===== src/rtl/pipe_bank.sv =====
// pipe_bank: multi-channel scrolling obstacle pipes with run/halt control,
// selectable scroll speed, pseudo-random gap respawn and saturating score.
module pipe_bank #(
    parameter int          NUM_PIPES     = 3,
    parameter int          X_W           = 11,
    parameter int          Y_W           = 10,
    parameter int          INIT_X        = 640,
    parameter int          SPACING       = 256,
    parameter int          BASE_STEP     = 2,
    parameter int          BIRD_X        = 200,
    parameter int          GAP_MIN       = 100,
    parameter int          GAP_SPAN_LOG2 = 8,
    parameter int          INIT_GAP      = 240,
    parameter logic [15:0] LFSR_SEED     = 16'hACE1
) (
    input  logic                     clk,
    input  logic                     initalize,
    input  logic                     tick,
    input  logic                     start,
    input  logic                     collide,
    input  logic [1:0]               speed_sel,
    output logic [NUM_PIPES*X_W-1:0] pipe_x_bus,
    output logic [NUM_PIPES*Y_W-1:0] pipe_y_bus,
    output logic                     running,
    output logic                     score_pulse,
    output logic [7:0]               score
);

    localparam logic [1:0] S_IDLE = 2'd0;
    localparam logic [1:0] S_RUN  = 2'd1;
    localparam logic [1:0] S_HALT = 2'd2;

    localparam int TOTAL = NUM_PIPES * SPACING;

    if (INIT_X + TOTAL >= (1 << X_W)) begin : g_chk_x
        $error("pipe_bank: INIT_X + NUM_PIPES*SPACING overflows X_W");
    end
    if (GAP_MIN + (1 << GAP_SPAN_LOG2) - 1 >= (1 << Y_W)) begin : g_chk_y
        $error("pipe_bank: gap range overflows Y_W");
    end
    if (NUM_PIPES < 1 || NUM_PIPES > 4) begin : g_chk_n
        $error("pipe_bank: NUM_PIPES must be 1..4");
    end

    logic [1:0]           r_state;
    logic [15:0]          r_lfsr;
    logic [X_W-1:0]       r_x [NUM_PIPES];
    logic [Y_W-1:0]       r_y [NUM_PIPES];
    logic [7:0]           r_score;
    logic                 r_pulse;
    logic                 r_running;

    logic [X_W-1:0]           w_step;
    logic [X_W-1:0]           w_x_nxt [NUM_PIPES];
    logic [Y_W-1:0]           w_y_nxt [NUM_PIPES];
    logic                     w_wrap  [NUM_PIPES];
    logic [GAP_SPAN_LOG2-1:0] w_rnd   [NUM_PIPES];
    logic [2:0]               w_cnt;
    logic [8:0]               w_sum;
    logic [7:0]               w_score_nxt;
    logic                     w_move;
    logic                     w_restart;
    logic                     w_fb;

    // Step size, per-pipe next position/gap and pass count for this tick
    always_comb begin
        w_step = X_W'(BASE_STEP * (int'(speed_sel) + 1));
        w_cnt  = 3'd0;
        for (int i = 0; i < NUM_PIPES; i++) begin
            w_wrap[i] = (r_x[i] < w_step);
            if (w_wrap[i]) begin
                w_x_nxt[i] = r_x[i] + X_W'(TOTAL) - w_step;
            end else begin
                w_x_nxt[i] = r_x[i] - w_step;
            end
            for (int b = 0; b < GAP_SPAN_LOG2; b++) begin
                w_rnd[i][b] = r_lfsr[(b + 16 - ((2 * i) % 16)) % 16];
            end
            w_y_nxt[i] = Y_W'(GAP_MIN) + Y_W'(w_rnd[i]);
            if (!w_wrap[i] && (r_x[i] >= X_W'(BIRD_X))
                && (w_x_nxt[i] < X_W'(BIRD_X))) begin
                w_cnt = w_cnt + 3'd1;
            end
        end
        w_sum = 9'(r_score) + 9'(w_cnt);
        w_score_nxt = w_sum[8] ? 8'hFF : w_sum[7:0];
    end

    assign w_move = (r_state == S_RUN) && tick && !collide;
    assign w_restart = start && (r_state != S_RUN);
    assign w_fb = r_lfsr[15] ^ r_lfsr[13] ^ r_lfsr[12] ^ r_lfsr[10];

    // Free-running gap randomiser, never reseeded on restart
    always_ff @(posedge clk or posedge initalize) begin
        if (initalize) begin
            r_lfsr <= LFSR_SEED;
        end else begin
            r_lfsr <= {r_lfsr[14:0], w_fb};
        end
    end

    // Run/halt control, pipe motion and scoring
    always_ff @(posedge clk or posedge initalize) begin
        if (initalize) begin
            r_state   <= S_IDLE;
            r_score   <= 8'd0;
            r_pulse   <= 1'b0;
            r_running <= 1'b0;
            for (int i = 0; i < NUM_PIPES; i++) begin
                r_x[i] <= X_W'(INIT_X + i * SPACING);
                r_y[i] <= Y_W'(INIT_GAP);
            end
        end else begin
            r_pulse <= 1'b0;
            if (w_restart) begin
                r_state   <= S_RUN;
                r_running <= 1'b1;
                r_score   <= 8'd0;
                for (int i = 0; i < NUM_PIPES; i++) begin
                    r_x[i] <= X_W'(INIT_X + i * SPACING);
                    r_y[i] <= Y_W'(INIT_GAP);
                end
            end else if ((r_state == S_RUN) && collide) begin
                r_state   <= S_HALT;
                r_running <= 1'b0;
            end else if (w_move) begin
                r_score <= w_score_nxt;
                r_pulse <= (w_cnt != 3'd0);
                for (int i = 0; i < NUM_PIPES; i++) begin
                    r_x[i] <= w_x_nxt[i];
                    if (w_wrap[i]) begin
                        r_y[i] <= w_y_nxt[i];
                    end
                end
            end
        end
    end

    for (genvar g = 0; g < NUM_PIPES; g++) begin : g_bus
        assign pipe_x_bus[g*X_W +: X_W] = r_x[g];
        assign pipe_y_bus[g*Y_W +: Y_W] = r_y[g];
    end

    assign running     = r_running;
    assign score_pulse = r_pulse;
    assign score       = r_score;

endmodule


===== config.mk =====
export PLATFORM = sky130hd
export DESIGN_NAME = pipe_bank
export DESIGN_NICKNAME = d
export VERILOG_FILES = /design/src/rtl/pipe_bank.sv
export SDC_FILE = /design/constraint.sdc
export NUM_CORES = 1
export LEC_CHECK = 0
export CORE_MARGIN = 2
export CORE_UTILIZATION = 50
export DETAILED_ROUTE_END_ITERATION = 6
export GPL_ROUTABILITY_DRIVEN = 0
export GPL_TIMING_DRIVEN = 0
export PLACE_DENSITY_LB_ADDON = 0.05
export SLEW_MARGIN = 25
export SYNTH_ARGS = -nofsm -noshare
export SYNTH_HDL_FRONTEND = slang
export SYNTH_SLANG_ARGS = --single-unit

===== constraint.sdc =====
create_clock -name clk -period 8.51 [get_ports clk]
set_input_delay 1.2765 -clock clk [delete_from_list [all_inputs] [get_ports clk]]
set_output_delay 1.2765 -clock clk [all_outputs]
set_load 0.005 [all_outputs]

Word-level counts from Yosys, hierarchy flattened
Index checks and enable logic that the tools add are counted.
{ "classes": {"mux": 26, "n_eq_ne": 3, "add_sub_neg": 16, "n_bitwise": 3, "reduce_logical": 24, "magnitude_cmp": 9} }
{ "ops": {"columns": ["cell", "n"], "rows": [
  ["33-bit 2-to-1 mux", 3],
  ["30-bit 2-to-1 mux", 3],
  ["11-bit by 4-bit subtractor with 11-bit output", 6],
  ["11-bit by 10-bit adder with 11-bit output (second input constant)", 3],
  ["11-bit by 8-bit greater-or-equal comparator with 1-bit output (second input constant)", 3],
  ["11-bit by 4-bit less-than comparator with 1-bit output", 3],
  ["11-bit by 8-bit less-than comparator with 1-bit output (second input constant)", 3],
  ["11-bit 2-to-1 mux", 3],
  ["8-bit 2-to-1 mux", 4],
  ["10-bit 2-to-1 mux", 3],
  ["7-bit by 8-bit adder with 9-bit output (first input constant)", 3],
  ["1-bit logical AND", 10],
  ["2-bit nonzero test", 5],
  ["8-bit by 3-bit adder with 9-bit output", 1],
  ["3-bit AND reduction", 3],
  ["3-bit by 1-bit adder with 3-bit output (second input constant)", 2],
  ["1-bit 2-to-1 mux", 6],
  ["3-bit 2-to-1 mux", 2],
  ["1-bit logical NOT", 4],
  ["2-bit 2-to-1 mux", 2],
  ["2-bit by 1-bit adder with 3-bit output (second input constant)", 1],
  ["3-bit nonzero test", 1],
  ["1-bit XOR", 3],
  ["2-bit by 1-bit == test with 1-bit output (second input constant)", 1],
  ["other kinds (3)", 3]
]} }
{ "totals": {"elab_cells": 92, "out_inout_bits": 73, "ff_bits": 91, "inputBits": 7} }

Depth between registers and ports, before layout
{ "logic_depth": {"ltp_word": 15, "mapped_depth": 23, "depth_no_buf": 23} }

Worst setup path before layout
Ideal clock, no wire load.
{ "synth_timing": {"path_type": "input-to-reg", "from": "in speed_sel[0]", "to": "reg r_score[3] (netlist: score[3])", "required_ps": 8375, "path_slack_ps": 3096, "setup_ps": 135, "n_path_buf": 0, "arrival_time_ps": 5279, "path_stages": 21, "path_cell_list": "ha_1 inv_1 nand2_1 fa_1 o21bai_1 a21oi_1 o21bai_1 a21oi_1 nor4_1 nor4_1 o311ai_1 nand4b_1 ha_1 xor2_1 ha_1 fa_1 a21o_1 nand3_1 o21ai_0 nor2_1 nor3_1"} }
{ "synth_between": {"elab_chain_cells": 15, "word_cells_on_any_way": 35, "cone_classes": "add/sub (10); order compare (6); mux (10); reduce/logical (9)"} }
{ "synth_lines": {"columns": ["item", "line", "source"], "rows": [
  ["start: declaration", "21", "input logic [1:0] speed_sel,"],
  ["2-bit by 1-bit adder with 3-bit output (*)", "67", "w_step = X_W'(BASE_STEP * (int'(speed_sel) + 1));"],
  ["11-bit by 4-bit subtractor with 11-bit output, or another cell as far along", "74", "w_x_nxt[i] = r_x[i] - w_step;"],
  ["11-bit 2-to-1 mux or 1-bit logical NOT (tied branches)", "71, 80", null],
  ["11-bit by 8-bit less-than comparator with 1-bit output or 1-bit logical AND (tied branches)", "81, 80", null],
  ["1-bit logical AND", "81", "&& (w_x_nxt[i] < X_W'(BIRD_X))) begin"],
  ["1-bit 2-to-1 mux", "80", "if (!w_wrap[i] && (r_x[i] >= X_W'(BIRD_X))"],
  ["3-bit by 1-bit adder with 3-bit output", "82", "w_cnt = w_cnt + 3'd1;"],
  ["3-bit 2-to-1 mux", "80", null],
  ["3-bit by 1-bit adder with 3-bit output", "82", null],
  ["3-bit 2-to-1 mux (*)", "80", null],
  ["8-bit by 3-bit adder with 9-bit output (*)", "85", "w_sum = 9'(r_score) + 9'(w_cnt);"],
  ["8-bit 2-to-1 mux (*)", "86", "w_score_nxt = w_sum[8] ? 8'hFF : w_sum[7:0];"],
  ["8-bit 2-to-1 mux (*)", "126", "end else if (w_move) begin"],
  ["8-bit 2-to-1 mux (*)", "123", "end else if ((r_state == S_RUN) && collide) begin"],
  ["8-bit 2-to-1 mux (*)", "115", "if (w_restart) begin"],
  ["end signal: assignment", "127", "r_score <= w_score_nxt;"],
  ["end: declaration", "49", "logic [7:0] r_score;"]
]} }
Mark *: on every way between the ends. The rest lies on a longest branch, timed or not. The select of a mux whose other input is x is not followed.
A chain may end at the register's enable or synchronous reset.

Final worst setup path
Same ends and word-level chain as after synthesis.

==> impl_metrics.py <==
metrics = {
    "synthesis": {
        "synth_ff_type": "dfrtp_1",
        "yosysMostFrequentCell": "ha_1",
        "syn_inst": 671,
        "synth_top_area_cell": "dfrtp_1",
        "synth_area_um2": 6090,
        "synth_async_sr_flop_share_pct": 100,
        "ys_ff_latch": 84,
        "synth.avg_cell_area_um2": 9.08,
        "synth.distinct_cells": 70,
        "netlist_top_cells_count": "ha_1, nand2_1, dfrtp_1, o21ai_0, inv_1",
        "yosysWarnings": 0,
        "yosys.area.top_type_share_pct": 23.4,
        "ys_seq_area_share_pct": 35.1,
        "synth-edff-count": 0,
        "synth.area.top_cells": "dfrtp_1, ha_1, dfstp_2",
    },
    "setup_path": {
        "crit_path_end_kind": "flip-flop",
        "r2r_cells": 21,
        "criticalPathCategory": "in2reg",
        "cp_data_required_time_ns": 8.71,
        "critPathLaunchType": "input pin",
        "timing.rr.start": "pipe_x_bus[1]",
        "worst_ep_arrival_time_ns": 6.57,
        "ff2ff_setup_slack_ns": 3.68,
        "cp-startpoint": "speed_sel[0]",
        "cp_max_fo": 5,
    },
    "layout": {
        "finalInstanceArea_um2": 7340,
        "num_antenna_cells": 0,
        "nets": 847,
        "finish.utilization_pct": 61.4,
        "seqCellArea_um2": 2140,
        "n_fill_cell": 1034,
        "drive_gt1_share_pct": 9.53,
        "syn_to_final_growth_pct": 20.5,
        "multiInputGateArea_um2": 3670,
    },
    "clock_tree": {
        "cts_tree": "built",
        "cts_setup_buffers": 0,
        "htreeDepth": 3,
        "clock_latency_ns": 0.34,
        "hold_buffers": 0,
        "post_cts_resized": 0,
        "cts_root_buf": "clkbuf_16",
        "clk_pin_slew_ns": 0.07,
        "cts_made_buffers": 9,
        "clk_path_buf_depth": 2,
        "cts_sinks": 84,
    },
    "power_and_ir_drop": {
        "powerDensity_nw_per_um2": 282,
        "leakage_nw": 3.24,
        "vdd.ir_drop.worst_mv": 0.159,
        "power_mw": 2.07,
    },
    "global_route": {
        "use_met2_pct": 39.2,
        "met3_usage_pct": 4.29,
        "grt_max_degree": 52,
        "grt_pass1_wl_um": 25500,
        "grt_util_met1_pct": 34.9,
        "antenna_found_initial": 0,
        "grt_pass1_vias": 5111,
        "gr-total-overflow": 0,
        "busiest_layer": "met2",
        "grt_util_all_layers_pct": 24.8,
    },
    "floorplan": {
        "die_w_um": 114,
        "dieHeight_um": 114,
        "die-area_um2": 13100,
        "num_rows": 40,
        "ioPinCount": 80,
        "initial_core_util_pct": 50.9,
        "core_um2": 12000,
    },
    "sta": {
        "post-route-period-util_pct": 74.8,
        "finalWorstSetupSlack_ns": 2.15,
        "max_slew_margin_pct": 37.3,
        "fin_tns_setup_ns": 0,
        "finalMaxSlewViolations": 0,
        "max_freq_ghz": 0.157,
        "period_needed_ns": 6.36,
        "worst_slew_pin_slew_ns": 0.933,
        "rsz0062_at_grt": "no",
        "hold_viol": 0,
        "setup_violations": 0,
        "fin_skew_ns": 0.00765,
    },
    "flow_run": {
        "maxCapViolations": 0,
    },
    "drt": {
        "wl_per_cell_um": 16.9,
        "drt_first_pass_iters": 5,
        "wl_um": 15400,
        "drc_errors": 0,
        "postRouteAntennaNets": 0,
        "vias_per_cell": 5.69,
        "vias": 5191,
        "drt_iter0_drc": 306,
    },
    "min_path": {
        "hold_class": "reg2reg",
        "hp-start": "r_lfsr[8]",
        "worstHoldPathCells": 0,
    },
    "placed_design": {
        "place_area_um2": 7060,
        "dp_slack_ns": 1.83,
        "io_buffers": 73,
        "hpwlAfterDp_um": 11700,
    },
    "outcome": {
        "status": "completed",
    },
}
## logic make-up after synthesis
kind of cell | after synthesis | share of synthesized area (%)
buf+inv | 75 | 5.01
simple gates | 207 | 17.1
xor+xnor | 47 | 6.88
mux | 7 | 1.17
compound gates | 170 | 17.5
fa+ha+maj | 80 | 17.3
flops | 84 | 35.1
other cells | 1 | 0.0616
## path summary, 6_finish.rpt
kind	endpoint
max in group asynchronous	pipe_y_bus[7]
setup / recovery	score[3]
setup reg to reg	score[3]
hold reg to reg	r_lfsr[9]
min in group asynchronous	pipe_x_bus[21]
hold / removal	r_lfsr[9]
## placed cells by master (no fill, tap or decap), types with 4 or more instances in the layout
cell type,n
and3_1,7
o21ai_1,7
clkbuf_1,16
buf_4,6
mux2i_1,6
inv_1,50
nand2_1,59
or3_1,4
nand3_1,27
o211ai_1,4
xnor2_1,33
ha_1,72
nor2b_1,6
nand4_1,6
a21oi_1,46
a211oi_1,5
conb_1,6
dfrtp_1,57
xor2_1,13
o21bai_1,6
o22ai_1,7
a21o_1,4
nor3_1,21
o21a_1,6
fa_1,7
o21ai_0,54
clkbuf_16,9
a31oi_1,5
clkdlybuf4s50_1,73
nor4_1,4
nand2b_1,7
dfstp_2,27
nor2_1,43
## worst max-delay path: stages
cell	delay [ns]
clkdlybuf4s50_1	0.52
ha_1	0.45
inv_1	0.17
nand2_1	0.12
fa_1	0.57
o21bai_1	0.10
a21oi_1	0.24
o21bai_1	0.12
a21oi_1	0.26
nor4_1	0.09
nor4_1	0.36
o311ai_1	0.22
nand4b_1	0.18
ha_1	0.29
xor2_1	0.18
ha_1	0.24
fa_1	0.40
a21o_1	0.21
nand3_1	0.14
o21ai_0	0.22
nor2_1	0.18
nor3_1	0.06
## through the flow
| step | cells | hold slack [ns] |
|---|---|---|
| after CTS | 913 | 0.351 |
| final | 913 | 0.353 |
| after global placement | 896 | 0.343 |
| after global routing | 913 | 0.352 |
| after detailed placement | 897 | 0.336 |
| after floorplan | 676 | 0.331 |
## final cells by class
class                   count  area share (%)
repair buffers             74            10.3
multi-input cells         517            50.0
clock inverters             6           0.648
well taps                 147            2.51
flip-flops and latches     84            29.1
inverters                  52            2.69
clock buffers              10            3.25
plain buffers              23            1.50
## registers in the layout, indices dropped and copies added, names as in the netlist
signal       flops
score            8
r_state          2
score_pulse      1
pipe_y_bus      27
pipe_x_bus      30
r_lfsr          16
## layer usage
layer | part of all wire [%] | vias to the layer above
met5 | 0 | -
met2 | 46 | 138
met3 | 4.8 | 27
met1 | 47 | 2509
li1 | - | 2517
met4 | 2.0 | 0
## power by group
group	internal, mW	total (mW)	leakage, nW	switching [mW]
clock network	0.208	0.376	0.139	0.169
logic	0.500	1.15	2.04	0.647
registers	0.456	0.545	1.06	0.0885
total	1.16	2.07	3.24	0.905
Note: power is estimated with default switching activity, not from simulation.
==> RTL change 1, RTL diff (same flow settings) <==
Put a register stage on the output `pipe_y_bus`. The value now appears one clock later. The other outputs are not delayed to match.
--- a/src/rtl/pipe_bank.sv
+++ b/src/rtl/pipe_bank.sv
@@ -32,4 +32,6 @@
 
     localparam int TOTAL = NUM_PIPES * SPACING;
+
+    logic [NUM_PIPES*Y_W-1:0] pipe_y_bus_d;
 
     if (INIT_X + TOTAL >= (1 << X_W)) begin : g_chk_x
@@ -139,5 +141,5 @@
     for (genvar g = 0; g < NUM_PIPES; g++) begin : g_bus
         assign pipe_x_bus[g*X_W +: X_W] = r_x[g];
-        assign pipe_y_bus[g*Y_W +: Y_W] = r_y[g];
+        assign pipe_y_bus_d[g*Y_W +: Y_W] = r_y[g];
     end
 
@@ -146,4 +148,8 @@
     assign score       = r_score;
 
+    always_ff @(posedge clk) begin
+        pipe_y_bus <= pipe_y_bus_d;
+    end
+
 endmodule
 
Check against the original RTL: not equivalent (Yosys sat finds a counterexample within 4 cycles, from zero or initial values).
==> RTL change 1 against the original RTL <==
- clock power up 20%
- area after synthesis up 12%
- critical path depth down 1
- wire length up 10%
- power up 22%
- setup slack worse by 300 ps
- design area up 11%
- via count up 8.2%
- clock skew up 4.9 ps
- sequential cell count up 27
- global-route usage down 0.47 points
- largest cell class unchanged
- highest routed layer unchanged
==> RTL change 1: results (changes against the original RTL) <==
footprint of the multi-input gates -> 3810 sq um (+4.0%)
yosys warns -> 0 (unchanged)
post-detailed-route wirelength per cell -> 17.0 um (+0.86%)
arrival time at the worst endpoint -> 6900 ps (+330 ps)
detailed route wirelength on metal2 -> 8150 um (+15%)
met3 GRT Util -> 4.25% (-0.043 points)
max layer used -> met4
reported leakage power -> 3.55 nW (+9.6%)
1st-iter DRT viols -> 358 (+17%)
Unique masters post-synth -> 79 (+13%)
Clk Latency, worst-skew pair -> 360 ps (+20 ps)
terminating pin of the worst hold path -> r_lfsr[9]
flop2flop setup slack -> 3400 ps (-280 ps)
maximum cell stage delay along the critical path -> 620 ps (+50 ps)
maximum number of pins on one net before global-route repair -> 58 (+12%)
worst hold-check slack -> 367 ps (+14.3 ps)
Routed met3 length -> 858 um (+16%)
Max H-tree Level -> 3 (unchanged)
Inverters -> 58 (+12%)
share of synthesized area spent on multiplexers -> 1.32% (+0.15 points)
pre-CTS setup slack -> 1550 ps (-283 ps)
total number of multi-input combinational cells -> 536 (+3.7%)
largest vdd supply drop -> 0.229 mV (+45%)
cell at the slowest stage of the critical path -> sky130_fd_sc_hd__fa_1
met2 layer usage reported by global route -> 40.9% (+1.6 points)
Filler cells -> 1117 (+8.0%)
worst hold start -> r_lfsr[8]
Total Nets Final -> 901 (+6.4%)
number of buffers other than clock buffers in the final layout -> 99 (+2.1%)
number of vias per cell after detailed routing -> 5.64 (-0.79%)
global-route wire length before repair -> 28000 um (+9.9%)
status -> complete, no violations
total power -> 2.53 mW (+22%)
final setup skew -> 12.5 ps (+4.86 ps)
clock-pin transition on the worst setup and hold timing paths -> 80 ps
die span in x -> 121 um (+5.6%)
Area contributors post-synth -> sky130_fd_sc_hd__dfrtp_1 (21%), sky130_fd_sc_hd__ha_1 (13%), sky130_fd_sc_hd__dfstp_2 (10%)
multi-input logic portion of the cell area -> 46.8% (-3.2 points)
asr flop ratio synth -> 75.7% (-24 points)
worst r2r path cells -> 19 (-9.5%)
Non-clock buffer share -> 10.9% (-0.91 points)
global routing met1 resource utilization -> 33.1% (-1.8 points)
fraction of the yosys area taken by sequential cells -> 39.3% (+4.2 points)
HPWL reported at the end of detailed placement -> 12700 um (+8.6%)
total routing resource utilization after global routing -> 24.3% (-0.47 points)
Clock buf/inv share -> 3.99% (+0.089 points)
met1 layer wirelength in the final routing -> 7750 um (+6.8%)
Post-Place Cell Area -> 7820 sq um (+11%)
post-route insts no fill -> 996 (+9.1%)
fraction of final layout cells with drive strength greater than 1 -> 8.90% (-0.63 points)
mean cell area of the mapped netlist -> 9.40 sq um (+3.5%)
Clock Sinks -> 111 (+32%)
synth cell count leaders -> sky130_fd_sc_hd__ha_1 (72), sky130_fd_sc_hd__dfrtp_1 (57), sky130_fd_sc_hd__nand2_1 (56)
actual transition at the worst max-transition pin -> 831 ps (-102 ps)
number of global-route vias before repair -> 5503 (+7.7%)
synthesized-area fraction occupied by ao, oa, aoi and oai cells -> 17.4% (-0.090 points)
RTL change 1: cell count changes in the layout (fill, tap and decap cells not counted), moves of 4 or more:
cell and delta:
sky130_fd_sc_hd__dfxtp_1 +27, sky130_fd_sc_hd__o21ai_0 -24, sky130_fd_sc_hd__o21ai_1 +15, sky130_fd_sc_hd__nand3_1 +13
sky130_fd_sc_hd__a31oi_1 +7, sky130_fd_sc_hd__o22ai_1 +6, sky130_fd_sc_hd__xor2_1 -4
RTL change 1: worst max-delay path by stage:
stage	to	slack [ps]	depth (start not counted)
global placement	score[3]	1670	20
global route	score[3]	1510	20
floorplan	score[3]	3010	20
detailed placement	score[3]	1550	21
finish	score[3]	1840	21
CTS	score[3]	1910	21
RTL change 1: where the power goes:
| part | switching [mW] | internal [mW] | total, mW |
|---|---|---|---|
| sequential | 0.0931 | 0.588 | 0.681 |
| clock | 0.212 | 0.238 | 0.450 |
| combinational | 0.791 | 0.607 | 1.40 |
| total | 1.10 | 1.43 | 2.53 |
==> RTL change 2, RTL diff (same settings) <==
Made on the original files. `GAP_SPAN_LOG2`: 8 -> 7.
--- a/src/rtl/pipe_bank.sv
+++ b/src/rtl/pipe_bank.sv
@@ -10,5 +10,5 @@
     parameter int          BIRD_X        = 200,
     parameter int          GAP_MIN       = 100,
-    parameter int          GAP_SPAN_LOG2 = 8,
+    parameter int          GAP_SPAN_LOG2 = 7,
     parameter int          INIT_GAP      = 240,
     parameter logic [15:0] LFSR_SEED     = 16'hACE1
Check against the original RTL: no difference found for any inputs over 4 cycles, from zero or initial values; that may be too few to reach the edited logic, so the function may still have changed.
==> RTL change 2 against the original RTL <==
- clock skew up 3.4 ps
- critical path depth is 1 lower
- register-to-register slack got worse by 900 ps
- area after synthesis down 3.2%
- sequential cell count down 3
- power increased by 6.1%
- setup slack got worse by 920 ps
- critical path type unchanged
- wire length decreased by 2.7%
- count of clock-buffer cells in the layout increased by 1
- design area down 2.6%
==> RTL change 2: results (changes against the original RTL) <==
arrival time at the worst endpoint -> 7530 ps (+960 ps)
maximum fanout encountered on the critical timing path -> 7 (+2)
fraction of final layout cells with drive strength greater than 1 -> 9.54% (about the same)
asr flop ratio synth -> 100% (unchanged)
Hold Crit Class -> reg2reg
pre-CTS setup slack -> 1040 ps (-794 ps)
post-detailed-routing wire length -> 15000 um (-2.7%)
Worst slew margin -> 45.6% (+8.3 points)
total routing resource utilization after global routing -> 24.8% (+0.028 points)
number of global-route vias before repair -> 4917 (-3.8%)
master cell of the clock root buffer -> sky130_fd_sc_hd__clkbuf_16
maximum cell stage delay along the critical path -> 590 ps (+20 ps)
Area contributors post-synth -> sky130_fd_sc_hd__dfrtp_1 (23%), sky130_fd_sc_hd__ha_1 (15%), sky130_fd_sc_hd__dfstp_2 (12%)
top cell family by delay on the critical path -> simple AND/OR/NAND/NOR gates
total number of vias -> 4963 (-4.4%)
cell at the slowest stage of the critical path -> sky130_fd_sc_hd__or4_1
final setup skew -> 11.0 ps (+3.39 ps)
HPWL reported at the end of detailed placement -> 11200 um (-4.4%)
1st-iter DRT viols -> 297 (-2.9%)
reported leakage power -> 3.20 nW (-0.99%)
yosys warns -> 0 (unchanged)
Clk Latency, worst-skew pair -> 350 ps
Unique masters post-synth -> 65 (-7.1%)
synth cell count leaders -> sky130_fd_sc_hd__ha_1 (71), sky130_fd_sc_hd__dfrtp_1 (54), sky130_fd_sc_hd__nand2_1 (52)
Max H-tree Level -> 3 (unchanged)
Total Nets Final -> 813 (-4.0%)
status -> complete, no violations
number of antenna violations at the first check in global routing -> 0 (unchanged)
global-route wire length before repair -> 25000 um (-2.0%)
number of resized instances in the post-cts repair step -> 0 (unchanged)
largest vdd supply drop -> 0.201 mV (+26%)
fraction of the yosys area taken by sequential cells -> 35.0% (-0.11 points)
port buffer count -> 70 (-4.1%)
maximum number of pins on one net before global-route repair -> 48 (-7.7%)
-- RTL change 2: kinds of logic after synthesis --
family	count (synthesis)	synth area share [%]
simple gates	171	14.3
flops	81	35.0
compound gates	168	18.3
buf+inv	77	5.54
xor+xnor	52	7.85
fa+ha+maj	78	17.3
other cells	1	0.0636
mux	10	1.70
-- RTL change 2: layout make-up --
cell class | instances | area (sq um)
sequential | 81 | 2060
tap | 143 | 179
fill | 1024 | 4320
timing repair buffer | 72 | 726
inverter | 51 | 194
buffer | 26 | 135
clock buffer | 11 | 243
clock inverter | 5 | 63.8
multi-input combinational | 488 | 3550
-- RTL change 2: final timing paths --
path	start	to	slack [ps]	depth (start not counted)
setup / recovery	speed_sel[0]	score[5]	1230	21
hold / removal	r_lfsr[8]	r_lfsr[9]	350	0
setup reg to reg	pipe_x_bus[13]	score[5]	2780	19
hold reg to reg	r_lfsr[8]	r_lfsr[9]	350	0
max in group asynchronous	initalize	pipe_y_bus[27]	6450	3
min in group asynchronous	initalize	r_state[1]	1370	2
-- RTL change 2: metrics by stage --
step	instance area, sq um	power [mW]	std cells	util (%)	hold WS, ps
after global placement	6810	1.74	859	59.3	334
after CTS	7150	2.20	877	62.4	352
after detailed placement	6850	1.78	861	59.7	339
final	7150	2.19	877	62.4	346
after floorplan	5930	1.42	646	-	331
after global routing	7150	2.38	877	62.4	366
-- RTL change 2: metal layers --
layer,wire [um],vias up,track usage (%)
met5,0,-,0
li1,-,2414,-
met4,278,0,8.62
met2,7120,132,40.0
met3,650,23,3.29
met1,6920,2394,34.6
-- RTL change 2: worst register-to-register path, delay by kind of cell (launching register included) --
family | cells | cell delay [ps]
xor+xnor | 2 | 340
flops | 1 | 440
mux | 1 | 100
compound gates | 4 | 930
fa+ha+maj | 4 | 1350
simple gates | 8 | 2490
-- RTL change 2: power by group --
part,total (mW),internal (mW),switching (mW)
clock network,0.402,0.238,0.165
registers,0.537,0.447,0.0899
logic,1.25,0.554,0.700
